## src/rtl/song_player_if.sv

```systemverilog
// Control, RAM read port and playback status of the song player.
// The player is the master: it drives the RAM address and the status outputs.
interface song_player_if #(
    parameter int ADDR_WIDTH = 13,
    parameter int TIME_WIDTH = 13
);
    logic                  start;
    logic                  stop;
    logic [ADDR_WIDTH-1:0] ram_address;
    logic [27:0]           ram_q;
    logic [1:0]            note;
    logic                  playing;
    logic                  done;
    logic [TIME_WIDTH-1:0] play_time;

    modport master (
        input  start, stop, ram_q,
        output ram_address, note, playing, done, play_time
    );

    modport slave (
        output start, stop, ram_q,
        input  ram_address, note, playing, done, play_time
    );
endinterface

```

## src/rtl/song_player.sv

```systemverilog
// Plays {key, start_time, duration} records from the song RAM in address order
// against a free-running playback tick, sounding one note at a time.
module song_player #(
    parameter int TICK_CYCLES = 500000,
    parameter int ADDR_WIDTH  = 13,
    parameter int TIME_WIDTH  = 13
) (
    input  logic          i_clock,
    input  logic          i_reset,
    song_player_if.master bus
);
    typedef enum logic [2:0] {
        S_IDLE, S_FETCH, S_WAIT_Q, S_CHECK, S_WAIT_START, S_SOUND, S_NEXT, S_FINISH
    } state_t;

    localparam int TCW = (TICK_CYCLES > 1) ? $clog2(TICK_CYCLES) : 1;
    localparam logic [TCW-1:0] TICK_LAST = TCW'(TICK_CYCLES - 1);

    state_t                r_state;
    state_t                w_next;
    logic [TCW-1:0]        r_tick_cnt;
    logic [ADDR_WIDTH-1:0] r_addr;
    logic [1:0]            r_key;
    logic [TIME_WIDTH-1:0] r_start;
    logic [TIME_WIDTH-1:0] r_dur;
    logic [TIME_WIDTH-1:0] r_remaining;
    logic [TIME_WIDTH-1:0] r_play_time;
    logic                  w_playing;
    logic                  w_tick;

    assign w_playing = (r_state != S_IDLE);
    assign w_tick    = w_playing && (r_tick_cnt == TICK_LAST);

    always_comb begin
        w_next = r_state;
        unique case (r_state)
            S_IDLE:       if (bus.start) w_next = S_FETCH;
            S_FETCH:      w_next = S_WAIT_Q;
            S_WAIT_Q:     w_next = S_CHECK;
            // Decide on the live RAM word; the record registers load on this same edge.
            S_CHECK:      w_next = (bus.ram_q[27:26] == 2'b00) ? S_FINISH : S_WAIT_START;
            S_WAIT_START: if (r_play_time >= r_start) w_next = (r_dur != '0) ? S_SOUND : S_NEXT;
            S_SOUND:      if (r_remaining == '0) w_next = S_NEXT;
            S_NEXT:       w_next = (r_addr == '1) ? S_FINISH : S_FETCH;
            S_FINISH:     w_next = S_IDLE;
            default:      w_next = S_IDLE;
        endcase
        if (bus.stop && r_state != S_IDLE && r_state != S_FINISH) w_next = S_FINISH;
    end

    always_ff @(posedge i_clock) begin
        if (i_reset) begin
            r_state     <= S_IDLE;
            r_tick_cnt  <= '0;
            r_addr      <= '0;
            r_key       <= 2'b00;
            r_start     <= '0;
            r_dur       <= '0;
            r_remaining <= '0;
            r_play_time <= '0;
        end else begin
            r_state <= w_next;
            if (r_state == S_IDLE) begin
                if (bus.start) begin
                    r_tick_cnt  <= '0;
                    r_addr      <= '0;
                    r_play_time <= '0;
                end
            end else begin
                r_tick_cnt <= w_tick ? '0 : r_tick_cnt + 1'b1;
                if (w_tick && r_play_time != '1) r_play_time <= r_play_time + 1'b1;
            end
            if (r_state == S_CHECK) {r_key, r_start, r_dur} <= bus.ram_q;
            if (r_state == S_WAIT_START && w_next == S_SOUND)
                r_remaining <= r_dur;
            else if (r_state == S_SOUND && w_tick && r_remaining != '0)
                r_remaining <= r_remaining - 1'b1;
            if (r_state == S_NEXT && w_next == S_FETCH) r_addr <= r_addr + 1'b1;
        end
    end

    assign bus.ram_address = r_addr;
    assign bus.note        = (r_state == S_SOUND) ? r_key : 2'b00;
    assign bus.playing     = w_playing;
    assign bus.done        = (r_state == S_FINISH);
    assign bus.play_time   = r_play_time;
endmodule
```

## src/flat_wrapper.sv

```systemverilog
// flat-port wrapper written by rule: the top's interface ports become plain ports
module song_player_flat 
#(
    parameter int TICK_CYCLES = 500000,
    parameter int ADDR_WIDTH  = 13,
    parameter int TIME_WIDTH  = 13
)
  (i_clock, i_reset, bus_start, bus_stop, bus_ram_q, bus_ram_address, bus_note, bus_playing, bus_done, bus_play_time);
  song_player_if #(.ADDR_WIDTH(ADDR_WIDTH), .TIME_WIDTH(TIME_WIDTH)) bus_i ();
  input  logic i_clock;
  input  logic i_reset;
  input wire logic [$bits(bus_i.start)-1:0] bus_start;
  input wire logic [$bits(bus_i.stop)-1:0] bus_stop;
  input wire logic [$bits(bus_i.ram_q)-1:0] bus_ram_q;
  output wire logic [$bits(bus_i.ram_address)-1:0] bus_ram_address;
  output wire logic [$bits(bus_i.note)-1:0] bus_note;
  output wire logic [$bits(bus_i.playing)-1:0] bus_playing;
  output wire logic [$bits(bus_i.done)-1:0] bus_done;
  output wire logic [$bits(bus_i.play_time)-1:0] bus_play_time;
  assign bus_i.start = bus_start;
  assign bus_i.stop = bus_stop;
  assign bus_i.ram_q = bus_ram_q;
  assign bus_ram_address = bus_i.ram_address;
  assign bus_note = bus_i.note;
  assign bus_playing = bus_i.playing;
  assign bus_done = bus_i.done;
  assign bus_play_time = bus_i.play_time;
  song_player #(.TICK_CYCLES(TICK_CYCLES), .ADDR_WIDTH(ADDR_WIDTH), .TIME_WIDTH(TIME_WIDTH)) u_core (.i_clock(i_clock), .i_reset(i_reset), .bus(bus_i));
endmodule
```

## config.mk

```make
export PLATFORM = sky130hd
export DESIGN_NAME = song_player_flat
export DESIGN_NICKNAME = d
export VERILOG_FILES = /design/src/rtl/song_player_if.sv /design/src/rtl/song_player.sv /design/src/flat_wrapper.sv
export SDC_FILE = /design/constraint.sdc
export NUM_CORES = 1
export LEC_CHECK = 0
export ABC_AREA = 1
export BUFFER_PORTS_ARGS = -buffer_cell sky130_fd_sc_hd__buf_2
export CORE_ASPECT_RATIO = 0.75
export CORE_UTILIZATION = 40
export CTS_CLUSTER_SIZE = 25
export DETAILED_ROUTE_END_ITERATION = 10
export SLEW_MARGIN = 20
export SYNTH_ARGS = -nofsm -noshare
export SYNTH_HDL_FRONTEND = slang
export SYNTH_SLANG_ARGS = --single-unit
```

## constraint.sdc

```tcl
create_clock -name i_clock -period 4.5 [get_ports i_clock]
set_clock_uncertainty 0.05 [all_clocks]
set_input_delay 0.9 -clock i_clock [delete_from_list [all_inputs] [get_ports i_clock]]
set_output_delay 0.9 -clock i_clock [all_outputs]
set_load 0.01 [all_outputs]
```

==> metrics.txt, run 1 <==
status=completed; wire per inst=13.3 µm; Final Hold Fails=0; reg-to-reg critical path startpoint=u_core.r_state[1]; setup total negative slack=0 ns; crit share post-route=63.2%; gr ovfl total=0; prevailing post-synth register cell=dfxtp_1; hold bufs inserted after CTS=0; Hold Path Class=reg2reg; pwr dens=498 nW/µm²; Critical Path RT=4.67 ns; R2R Setup Slk=1.65 ns; worst hold endpoint=u_core.r_key[0]; Die Area=12800 µm²; critical path arrival=3.01 ns; Clock Path Buffers=2; number of synthesized register bits=89; RSZ-0062 raised after global routing=no; H-tree depth=3; worst slew pin tran=0.900 ns; pin count of the biggest net entering global routing=56; DR vias=4826; reg2reg end=u_core.r_remaining[0]; CTS buffer count=9; Cells after Synth=728; max-cap viol count=0; port bufs=61; antenna cells=0; first-pass GRT wire length=21400 µm; Via density=5.12; Finished Layout Cells=943; routed wire length=12600 µm; row cnt=34; Rel. slew slack=39.6%; Critical Path End Type=flop; share of cells above drive strength 1=13.8%; path depth of the worst reg2reg path=9; Sink Count=89; YS warnings=0; routability congestion estimate=0.880; Die Ht=98.2 µm; Post-Syn Area=4930 µm²; Syn Nets=777; highest-delay cell along the critical path=nor3_1; Max Slew Vio Count=0; P_leak=2.32 nW; CTS clk-pin slew, worst paths=0.06 ns; area growth from synthesis to layout=13.9%; worst-skew pair later-pin latency=0.34 ns; Worst VDD drop=0.000217 V; Post-CTS Setup Bufs=0; critical path launch point type=flop; hold_sp=u_core.r_key[0]; CP Class=reg2reg; syn_area_per_cell=6.78 µm²; asr flop ratio synth=0%; Fmax=351 MHz; WHS=0.412 ns; post-synthesis cell type count=39; final net count=826; hold path depth=2; worst-path cell chain=nand2_1 > inv_1 > nand2_2 > nor3_1 > nor3_2 > nand3_2 > nand4_4 > o21ai_0 > a21oi_1; Placeable Area=11800 µm²; Total GRT Usage=21.0%; DRC viols=0; drt first pass iters=7; HPWL after DPL=9110 µm; # setup viols final=0; die extent in x=130 µm; CTS Root Cell=clkbuf_16; initial antenna violation count=0; Post-synth EDFFs=0; sequential share of the synthesized area=36.1%; PostCTS Resize Cnt=0; Initial Util=41.9%; crit-path max FO=55; CP max stage delay=0.49 ns; Post-Place Cells=928; Ports=62; CTS tree=done; antenna viol nets, final=0; Tmin final=2.85 ns; DRT iter0 DRCs=324; vias in the first global route=4515
worst max-delay path by stage:
stage                           start                    endpoint  slack, ns  cells after the start
floorplan               bus_ram_q[26]      u_core.r_remaining[12]       2.40                     10
global placement    u_core.r_state[1]       u_core.r_remaining[0]       1.65                      9
detailed placement  u_core.r_state[1]       u_core.r_remaining[0]       1.66                      9
CTS                 u_core.r_state[1]       u_core.r_remaining[0]       1.64                      9
global route        u_core.r_state[2]  u_core.bus.ram_address[12]       1.30                     11
finish              u_core.r_state[1]       u_core.r_remaining[0]       1.65                      9
sequential cells by signal, summed over array words and instances (netlist names):
signal	cells
u_core.r_state	3
u_core.r_key	2
u_core.r_remaining	13
u_core.r_start	13
u_core.bus.play_time	13
u_core.bus.ram_address	13
u_core.r_tick_cnt	19
u_core.r_dur	13
cell type report:
class                           count  area (µm²)
Fill cell                        1227        6160
Multi-Input combinational cell    507        2620
Sequential cell                    89        1780
Inverter                          106         398
Timing Repair Buffer               64         328
Clock buffer                       11         233
Tap cell                          162         203
Clock inverter                      4        53.8
cells by family (layout without fill, tap and decap cells):
family,Yosys count,count (layout),share of synthesized area (%)
buffers and inverters,132,185,10.7
XOR/XNOR,17,17,3.02
flip-flops,89,89,36.1
adder cells (fa/ha/maj),17,17,4.31
AO/OA/AOI/OAI,151,151,16.2
AND/OR/NAND/NOR,322,322,29.7
stage by stage:
| step | utilization (%) | setup WS [ns] | total power [mW] | area, µm² |
|---|---|---|---|---|
| after floorplan | - | 2.40 | 1.83 | 4930 |
| after global placement | 45.3 | 1.65 | 2.03 | 5330 |
| after detailed placement | 45.3 | 1.66 | 2.05 | 5330 |
| after CTS | 47.7 | 1.64 | 2.81 | 5620 |
| after global routing | 47.7 | 1.30 | 3.00 | 5620 |
| final | 47.7 | 1.65 | 2.80 | 5620 |
critical path: cells and delay by family (launching register included):
kind / cells / cell delay (ns)
and+or+nand+nor: 6 / 1.81
DFF: 1 / 0.38
AOI/OAI and AO/OA: 2 / 0.37
buffers and inverters: 1 / 0.10
cell usage in the layout, fill, tap and decap left out, types with 3 or more instances in the layout:
master	count
nor4_1	3
a221oi_1	3
dfxtp_1	89
inv_1	99
nor3_1	18
nand4_1	23
a21oi_1	82
clkbuf_16	9
nand3_1	39
nor2_4	3
nor2_2	6
nand2_1	154
o21ai_0	52
o21ai_1	3
buf_2	61
nor2_1	60
nor3_2	4
buf_4	3
xor2_1	15
inv_2	7
ha_1	17
nand2_2	3
routing by layer:
layer,global-route usage (%),part of all wire (%),vias to the layer above
met3,4.38,5.9,12
li1,-,-,2476
met5,0,0,-
met1,29.1,48,2177
met2,32.3,45,161
met4,6.89,1.2,0
synth_stat cells (4+ instances only):
master	n	area [µm²]
a21oi_1	82	410
buf_2	6	30.0
clkbuf_1	14	52.6
dfxtp_1	89	1780
ha_1	17	213
inv_1	99	372
inv_2	7	26.3
nand2_1	154	578
nand3_1	39	195
nand4_1	23	144
nor2_1	60	225
nor2_2	6	37.5
nor3_1	18	90.1
nor3_2	4	40.0
o21ai_0	52	260
xor2_1	15	131
where the power goes:
part | total (mW) | internal, mW | switching [mW]
sequential | 0.952 | 0.883 | 0.0691
clock | 0.748 | 0.430 | 0.318
combinational | 1.10 | 0.337 | 0.760
total | 2.80 | 1.65 | 1.15
Note: power is estimated with default switching activity, not from simulation.
==> run 2: changes to the inputs <==
ABC_AREA = 0   (was 1)
clock period = 2.6 ns   (was 4.5 ns; I/O delays follow)
==> metrics.txt, run 2 <==
setup total negative slack=0 ns; Commonest cells post-synth=dfxtp_1, nand2_1, a21oi_1; YS warnings=0; H-tree depth=3; Via density=5.53; Storage cell area=1780 µm²; Fmax=416 MHz; Finished Layout Cells=825; wire per inst=15.0 µm; Die Area=12300 µm²; Sink Count=89; Syn Nets=653; Biggest register=u_core.r_tick_cnt; Final Hold Fails=0; top cell type by total area after synthesis=dfxtp_1; CTS tree=done; top-area cell type share of the netlist area=37.7%; R2R Setup Slk=0.20 ns; pin count of the biggest net entering global routing=71; CTS clk-pin slew, worst paths=0.07 ns; prevailing post-synth register cell=dfxtp_1; Die Ht=96.2 µm; sequential share of the synthesized area=37.7%; HPWL after DPL=8910 µm; worst-skew pair later-pin latency=0.34 ns; initial antenna violation count=0; syn_area_per_cell=7.83 µm²; Critical Path End Type=flop; hold path depth=3; antenna viol nets, final=0; critical path launch point type=flop; Hold Path Class=in2reg; status=completed; CP Class=reg2reg; Initial Util=42.1%; CTS Root Cell=clkbuf_16; gr ovfl total=0; Ports=62; hold bufs inserted after CTS=0; routed wire length=12400 µm; Total GRT Usage=21.0%; Placeable Area=11200 µm²; pwr dens=766 nW/µm²; # setup viols final=0; # fillers=1160; hold_sp=bus_ram_q[20]; cell with the most instances after synthesis=dfxtp_1; reg2reg end=u_core.r_tick_cnt[12]; Post-synth EDFFs=0; commonest non-fill, non-tap cells in the layout=dfxtp_1, nand2_1, a21oi_1, nor2_1, buf_2; multi-input logic area=2730 µm²; drt first pass iters=4; DR vias=4559; top cells by area, synth=dfxtp_1, a21oi_1, nand2_1, nor2_1, ha_1; max-cap viol count=0; Critical Path RT=2.74 ns; asr flop ratio synth=0%; Tmin final=2.40 ns; P_leak=2.06 nW; path depth of the worst reg2reg path=7; PostCTS Resize Cnt=0; commonest non-fill, non-tap cell in the layout=dfxtp_1; Post-Syn Area=4730 µm²; Rel. slew slack=49.8%; Post-Place Cells=809; vias in the first global route=4057; area growth from synthesis to layout=16.1%; port bufs=61; critical path arrival=2.54 ns; antenna cells=0; DRT iter0 DRCs=234; CTS buffer count=9; final net count=712; Worst VDD drop=0.000454 V; first-pass GRT wire length=20200 µm; worst slew pin tran=0.753 ns; max reg flops=19; Cells after Synth=604; number of synthesized register bits=89; row cnt=33; post-synthesis cell type count=59; Max Slew Vio Count=0; share of cells above drive strength 1=16.0%; die extent in x=128 µm; Post-CTS Setup Bufs=0; Clock Path Buffers=2; routability congestion estimate=0.882; DRC viols=0; reg-to-reg critical path startpoint=u_core.r_tick_cnt[5]; crit-path max FO=12; worst hold endpoint=u_core.r_start[7]; crit share post-route=92.4%; RSZ-0062 raised after global routing=no
run 2: power breakdown:
part	internal, mW	leakage (nW)	switching, mW	total [mW]
clock	0.749	0.147	0.553	1.30
combinational	0.439	1.19	0.839	1.28
sequential	1.48	0.719	0.150	1.63
total	2.67	2.06	1.54	4.21
run 2: how the worst max path moves through the flow:
stage	start	end	cells after the start
2_1_floorplan	u_core.r_tick_cnt[5]	u_core.r_tick_cnt[9]	8
3_3_place_gp	u_core.r_tick_cnt[6]	u_core.r_tick_cnt[9]	7
3_5_place_dp	u_core.r_tick_cnt[5]	u_core.r_tick_cnt[5]	7
4_1_cts	u_core.r_tick_cnt[5]	u_core.r_tick_cnt[12]	7
5_1_grt	u_core.r_tick_cnt[0]	u_core.r_tick_cnt[18]	7
6_report	u_core.r_tick_cnt[5]	u_core.r_tick_cnt[12]	7
run 2: logic make-up after synthesis:
kind of cell | Yosys count | synth area share (%)
AND/OR/NAND/NOR | 268 | 28.9
AO/OA/AOI/OAI | 163 | 20.8
flip-flops | 89 | 37.7
buffers and inverters | 48 | 4.63
XOR/XNOR | 18 | 3.33
adder cells (fa/ha/maj) | 17 | 4.49
multiplexers | 1 | 0.212
run 2: layout make-up:
cell class              count  share of cell area [%]
multi-input cells         467                    49.7
flip-flops and latches     89                    32.4
repair buffers             75                    7.47
clock buffers              10                    4.17
well taps                 157                    3.58
inverters                  21                    1.43
clock inverters             6                    1.21
run 2: metrics by stage:
step | area [µm²] | worst slack, ns | power, mW | hold slack (ns) | utilization [%]
global route | 5490 | 0.00490 | 4.48 | 0.354 | 48.9
floorplan | 4730 | 0.363 | 2.62 | 0.382 | -
global placement | 5200 | 0.277 | 2.90 | 0.387 | 46.3
finish | 5490 | 0.197 | 4.21 | 0.360 | 48.9
CTS | 5490 | 0.213 | 4.23 | 0.350 | 48.9
detailed placement | 5200 | 0.228 | 2.92 | 0.397 | 46.3
run 2: worst max-delay path, cell delays in order, from the launching register on:
cell	delay, ns
dfxtp_1	0.39
or4_4	0.58
or4_4	0.56
o21ai_4	0.15
buf_4	0.21
nor2_1	0.08
a31oi_1	0.17
a311oi_1	0.07
run 2: metal layers:
metal / track usage [%] / part of all wire [%]
met5: 0 / 0
met4: 6.18 / 0.98
met3: 5.06 / 5.0
met2: 31.9 / 43
met1: 29.3 / 51
==> run 3: changes to the inputs <==
CAP_MARGIN = 25   (was unset)
CORE_UTILIZATION = 62   (was 40)
PLACE_DENSITY = 0.85   (was unset)
clock period = 3.1 ns   (was 2.6 ns; I/O delays follow)
==> metrics.txt, run 3 (same netlist as run 2, synthesis figures left out) <==
GRT met3 Usage=6.40%; status=completed; setup slack after layout=0.434 ns; Sink Count=89; crit-path max FO=10; hold bufs inserted after CTS=0; port bufs=61; Rel. slew slack=49.9%; CP max stage delay=0.57 ns; Initial Util=64.3%; commonest non-fill, non-tap cells in the layout=dfxtp_1, nand2_1, a21oi_1, nor2_1, buf_2; CP Class=reg2reg; Post-Place Cells=743; H-tree depth=3; pwr dens=622 nW/µm²; Placed Area=5060 µm²; met1 usage=46.8%; highest-delay cell along the critical path=o31ai_1; Via density=6.22; DR vias=4717; routed wire length=12400 µm; Biggest register=u_core.r_tick_cnt; Die Area=7990 µm²; Tmin final=2.67 ns; wire per inst=16.4 µm; # fillers=617; Clock Path Buffers=2; vias in the first global route=4414; DRC viols=0; critical path launch point type=flop; worst-path cell chain=inv_1 > ha_1 > nor2b_1 > o21ai_0 > a31oi_1 > o31ai_1 > nand2_1 > a311oi_1; Total GRT Usage=33.7%; pin count of the biggest net entering global routing=71; multi-input logic area=2730 µm²; CTS buffer count=9; PostCTS Resize Cnt=0; Finished Layout Cells=758; DRT iter0 DRCs=397; setup total negative slack=0 ns; Buf/Inv on CP=1; first-pass GRT wire length=21000 µm; initial antenna violation count=0; Post-CTS Setup Bufs=0; Ports=62; Worst VDD drop=0.000342 V; commonest non-fill, non-tap cell in the layout=dfxtp_1; Fmax=375 MHz; area growth from synthesis to layout=11.3%; Placeable Area=7360 µm²; worst slew pin tran=0.751 ns; RSZ-0062 raised after global routing=no; row cnt=27; antenna cells=0; GR peak layer=met2; max-cap viol count=0; Max Slew Vio Count=0; # setup viols final=0; Finished Cell Area=5270 µm²; Critical Path RT=3.32 ns; Storage cell area=1780 µm²; Die Ht=77.7 µm; Final Hold Fails=0; antenna viol nets, final=0; CTS tree=done; final net count=702; CTS clk-pin slew, worst paths=0.09 ns; crit share post-route=86.0%; met2 usage=50.7%; worst-skew pair later-pin latency=0.36 ns; Hold Path Class=reg2reg; CP delay by family, top=compound AO/OA/AOI/OAI gates; critical path arrival=2.89 ns; drt first pass iters=5; CTS Root Cell=clkbuf_8; max reg flops=19; HPWL after DPL=8690 µm; Critical Path End Type=flop; Place WS=0.468 ns; die extent in x=103 µm; P_leak=1.96 nW; gr ovfl total=0; total power=3.28 mW; share of cells above drive strength 1=14.8%; routability congestion estimate=0.993
## run 3: final cells by class
class	instances	area share (%)
Clock inverter	5	1.54
Clock buffer	10	2.42
Timing Repair Buffer	65	6.37
Multi-Input combinational cell	467	51.9
Inverter	21	1.50
Tap cell	101	2.40
Sequential cell	89	33.8
## run 3: metrics by stage
stage	util, %	hold WS (ns)
5_1_grt	71.5	0.433
3_3_place_gp	68.7	0.389
3_5_place_dp	68.7	0.398
4_1_cts	71.5	0.410
6_report	71.5	0.408
2_1_floorplan	-	0.382
## run 3: power by group
part	total [mW]	switching [mW]	leakage, nW	internal [mW]
clock network	0.866	0.416	0.102	0.450
logic	1.04	0.699	1.14	0.343
registers	1.37	0.128	0.719	1.24
## run 3: final timing paths
path	slack, ns	from	end	cells past startpoint
max reg2reg	0.43	u_core.bus.play_time[0]	u_core.r_remaining[0]	8
min	0.41	u_core.r_start[12]	u_core.r_start[12]	2
min reg2reg	0.41	u_core.r_start[12]	u_core.r_start[12]	2
max	0.43	u_core.bus.play_time[0]	u_core.r_remaining[0]	8
## run 3: metal layers
| metal | wire [µm] | up-vias |
|---|---|---|
| met4 | 344 | 0 |
| met5 | 0 | - |
| met2 | 5690 | 194 |
| met1 | 5570 | 2208 |
| met3 | 820 | 34 |
| li1 | - | 2281 |
## run 3: worst register-to-register path, delay by kind of cell, from the launching register on
| kind | cells | cell delay [ns] |
|---|---|---|
| buf+inv | 1 | 0.11 |
| compound gates | 4 | 1.25 |
| simple gates | 2 | 0.45 |
| fa+ha+maj | 1 | 0.29 |
| flops | 1 | 0.44 |
